### src/rtl/keccak_lane_loader.sv
// Absorb-side lane demultiplexer: collects LANE_W-bit lanes into a rate block
// and presents the complete (or final partial) block with a valid/ready handshake.
module keccak_lane_loader #(
    parameter int LANE_W     = 64,
    parameter int RATE_LANES = 17,
    parameter int IDX_W      = 5
) (
    input  logic                         clk,
    input  logic                         rst_n,
    input  logic [LANE_W-1:0]            in_data,
    input  logic                         in_valid,
    input  logic                         in_last,
    output logic                         in_ready,
    output logic [RATE_LANES*LANE_W-1:0] blk_data,
    output logic                         blk_valid,
    output logic                         blk_last,
    output logic [IDX_W:0]               blk_lanes,
    input  logic                         blk_ready
);

    typedef enum logic {FILL, HOLD} state_t;

    localparam logic [IDX_W-1:0] LAST_IDX = IDX_W'(RATE_LANES - 1);

    state_t           state;
    logic [IDX_W-1:0] idx;

    always_ff @(posedge clk or negedge rst_n) begin
        if (!rst_n) begin
            state     <= FILL;
            idx       <= '0;
            blk_data  <= '0;
            in_ready  <= 1'b0;
            blk_valid <= 1'b0;
            blk_last  <= 1'b0;
            blk_lanes <= '0;
        end else begin
            case (state)
                FILL: begin
                    in_ready <= 1'b1;
                    if (in_valid && in_ready) begin
                        blk_data[LANE_W*int'(idx) +: LANE_W] <= in_data;
                        idx <= idx + 1'b1;
                        if (idx == LAST_IDX || in_last) begin
                            state     <= HOLD;
                            in_ready  <= 1'b0;
                            blk_valid <= 1'b1;
                            blk_last  <= in_last;
                            blk_lanes <= {1'b0, idx} + 1'b1;
                        end
                    end
                end
                HOLD: begin
                    // Clearing on handoff keeps unwritten lanes of the next block zero.
                    if (blk_ready) begin
                        state     <= FILL;
                        idx       <= '0;
                        blk_data  <= '0;
                        in_ready  <= 1'b1;
                        blk_valid <= 1'b0;
                        blk_last  <= 1'b0;
                        blk_lanes <= '0;
                    end
                end
                default: state <= FILL;
            endcase
        end
    end

endmodule
### config.mk
export PLATFORM = sky130hd
export DESIGN_NAME = keccak_lane_loader
export DESIGN_NICKNAME = d
export VERILOG_FILES = /design/src/rtl/keccak_lane_loader.sv
export SDC_FILE = /design/constraint.sdc
export NUM_CORES = 2
export LEC_CHECK = 0
export ABC_AREA = 1
export BUFFER_PORTS_ARGS = -buffer_cell sky130_fd_sc_hd__buf_2
export CORE_AREA = 2 2 451 453
export DETAILED_ROUTE_END_ITERATION = 10
export DIE_AREA = 0 0 453 455
export PLACE_DENSITY = 0.43
export RECOVER_POWER = 50
export SETUP_SLACK_MARGIN = 0.4
export SKIP_LAST_GASP = 1
export SLEW_MARGIN = 30
export SYNTH_ARGS = -nofsm -noshare
export SYNTH_HDL_FRONTEND = slang
export SYNTH_SLANG_ARGS = --single-unit
export TNS_END_PERCENT = 100
### constraint.sdc
create_clock -name clk -period 3.99 [get_ports clk]
set_input_delay 0 -clock clk [delete_from_list [all_inputs] [get_ports clk]]
set_output_delay 0 -clock clk [all_outputs]
set_load 0.05 [all_outputs]
==> results.md <==
* Outcome: finished, violations left
* Violated checks: max-capacitance violations, max-slew violations
* Peak VDD IR at 0.8848 mV
* Clock transition at path regs at 0.06 ns
* Total chip power at 36990 µW
* Crit path kind: primary input to asynchronous set/reset pin
* Clock Path Buffers at 3
* Synthesized area at 50200 µm²
* Synth top area share at 54.99%
* Core area at 201300 µm²
* Max H-tree Level at 4
* Initial core utilization at 24.94%
* Postcts setup bufs at 0
* Design area at 63170 µm²
* Cell with the biggest individual delay on the critical path: clkbuf_1
* Cell taking the most area after synthesis: dfrtp_1
* IO Port Bufs at 1165
* Final worst path period need at 3.519 ns
* WL final at 307200 µm
* Startpoint Class: primary input
* Final net count at 7078
* Setup_tns at 0 ns
* Top cells by area, synth: dfrtp_1 (55%), nand3_1 (14%), nand2_1 (13%)
* PD cells at 585.7 nW/µm²
* Post-synth EDFFs at 0
* DP Area at 58280 µm²
* Syn Area/Cell at 8.224 µm²
* Area delta synth->final at 25.83%
* CTS tree: done
* Site Rows at 165
* Die Wd at 453 µm
* First-iteration detailed-routing DRC count at 6097
* Gp weighted congestion at 0.8643
* Finished Layout Cells at 9817
* R2r setup slk at 0.69 ns
* Sequential area share after synthesis at 54.99%
* Yosys cell types at 30
* RR Startpoint: idx[0]
* Largest net degree at the start of global routing at 174
* Top-count cell post-synth: nand2_1
* Worst slew margin at -150.9%
* Worst skew pair latency at 0.80 ns
* Die Y at 455 µm
* F_max at 0.2842 GHz
* P_leak at 0.03478 µW
* Vias at 51.25k
* Inst Count DP at 9463
* Gr usage total at 28.81%
* Setup repair after global routing missed its margin: false
* Top cells by count, synth: nand2_1 (1764), nand3_1 (1374), dfrtp_1 (1103)
* Crit end category: asynchronous set/reset pin
* Synth warnings at 0
* Global-route wire length before repair at 416300 µm
* Layout cells sized above 1 at 14.23%
* Initial antenna violation count at 41
* Crit path top cell by count: clkbuf_1
* Cells after Synth at 6104
* Final Skew at 0.02856 ns
* Final count of pins violating max slew at 8
* CP max FO at 20
* Vias/cell at 5.220
* Top_reg_cell synth: dfrtp_1
* Hold Crit Class: primary input to register
* DRT antenna net count at 0
* Total gr overflow at 0
* Worst-margin pin slew at 3.764 ns
* CTS buffer count at 139
* Flop and latch count out of synthesis at 1103
* Fraction of registers with async set/reset at 100.0%
* Drt pass-1 iters at 6
* Final hold vios at 0
* Hold path depth at 4
* CP Cell Sequence: dlygate4sd3_1 > clkbuf_1 > clkbuf_1
* Die Area at 206100 µm²
* Syn nets at 6177
* Worst Hold End: state
* Final Cycle Share at 88.19%
* Arrival time at the worst endpoint at 4.24 ns
* Largest stage delay on the critical path at 2.63 ns
* Post-route DRC at 0
* Setup Viol. Count Final at 0
* Num Clock Sinks at 1103
* Critical R2R Capture: blk_data[18]
* Ports at 1166
* Hold Crit Start: blk_ready
* Post-DP HPWL at 201300 µm
* Critical Path RT at 4.71 ns
* Max Cap Viol at 1
* R2R cell count at 15
* Vias in the first global route at 48.70k
* Clk Tree Root Cell: clkbuf_16
* Drt wl/cell at 31.30 µm
## metal layers
layer	track usage (%)	up-vias	share of wire [%]	routed length, µm
met4	19.89	10	7.7	23530
li1	-	22220	-	-
met5	0	-	0.022	68
met1	36.93	25920	40	123400
met3	7.000	613	8.1	24930
met2	42.72	2486	44	135300
## how the worst max path moves through the flow
stage          cells past startpoint    from  slack, ns            to
4_1_cts                           15  idx[0]       0.53   blk_data[6]
3_5_place_dp                      15  idx[0]       0.56  blk_data[30]
3_3_place_gp                      15  idx[0]       0.62  blk_data[42]
6_report                           3   rst_n       0.47  blk_lanes[3]
2_1_floorplan                     14  idx[0]       1.22  blk_data[60]
5_1_grt                            3   rst_n       0.30  blk_lanes[3]
## report_power, final
part	total, µW	internal (µW)	switching (µW)	leakage (µW)
clock	13300	7810	5440	0.00232
combinational	12000	1800	10300	0.0171
sequential	11700	11500	225	0.0154
## stage by stage
step	worst slack (ns)	hold slack, ns	utilization, %
finish	0.4712	0.2299	31.38
global route	0.2978	0.1779	31.35
CTS	0.5259	0.1139	31.67
detailed placement	0.5638	0.1111	28.95
global placement	0.6156	0.1132	28.90
floorplan	1.218	-0.2956	-
## cell type report
type                       count  area, µm²
antenna                       32      80.08
tap                         2672       3343
clock inverter                37      499.2
multi-input combinational   4137      19120
inverter                     268       1032
clock buffer                 212       4239
timing repair buffer        1356       7246
fill                       21960     138100
sequential                  1103      27610
## cell families (layout without fill, tap and decap cells)
logic type,count (synthesis),count (layout),share of synthesized area [%]
DFF,1103,1103,54.99
adders and majority gates,4,4,0.09970
other,0,32,0
and+or+nand+nor,4052,4052,36.77
buffers and inverters,864,1873,7.313
AOI/OAI and AO/OA,81,81,0.8325
## cells in the final DEF (no fill, tap or decap), types with 70 or more instances in the layout
master	n
buf_2	616
buf_4	75
clkbuf_1	582
clkbuf_16	144
dfrtp_1	1102
dlygate4sd3_1	70
inv_1	254
nand2_1	1752
nand3_1	1374
nand4_1	507
nor2_1	265
nor3_1	95
## sequential cells by signal, indices dropped and copies added, names as in the netlist
signal / count
idx: 5
blk_valid: 1
in_ready: 1
blk_lanes: 6
blk_last: 1
blk_data: 1088
state: 1
## what timing repair did
| item | in CTS | in global routing |
|---|---|---|
| hold endpoints to repair | 1500 | 0 |
| hold buffers | 71 | 0 |
| resized for setup | 0 | 1 |
| setup endpoints to repair | 0 | 29 |
## worst max-delay path, delay by kind of cell
kind / cells / cell delay [ns]
buffers and inverters: 3 / 4.16
(Power assumes the default switching activity.)
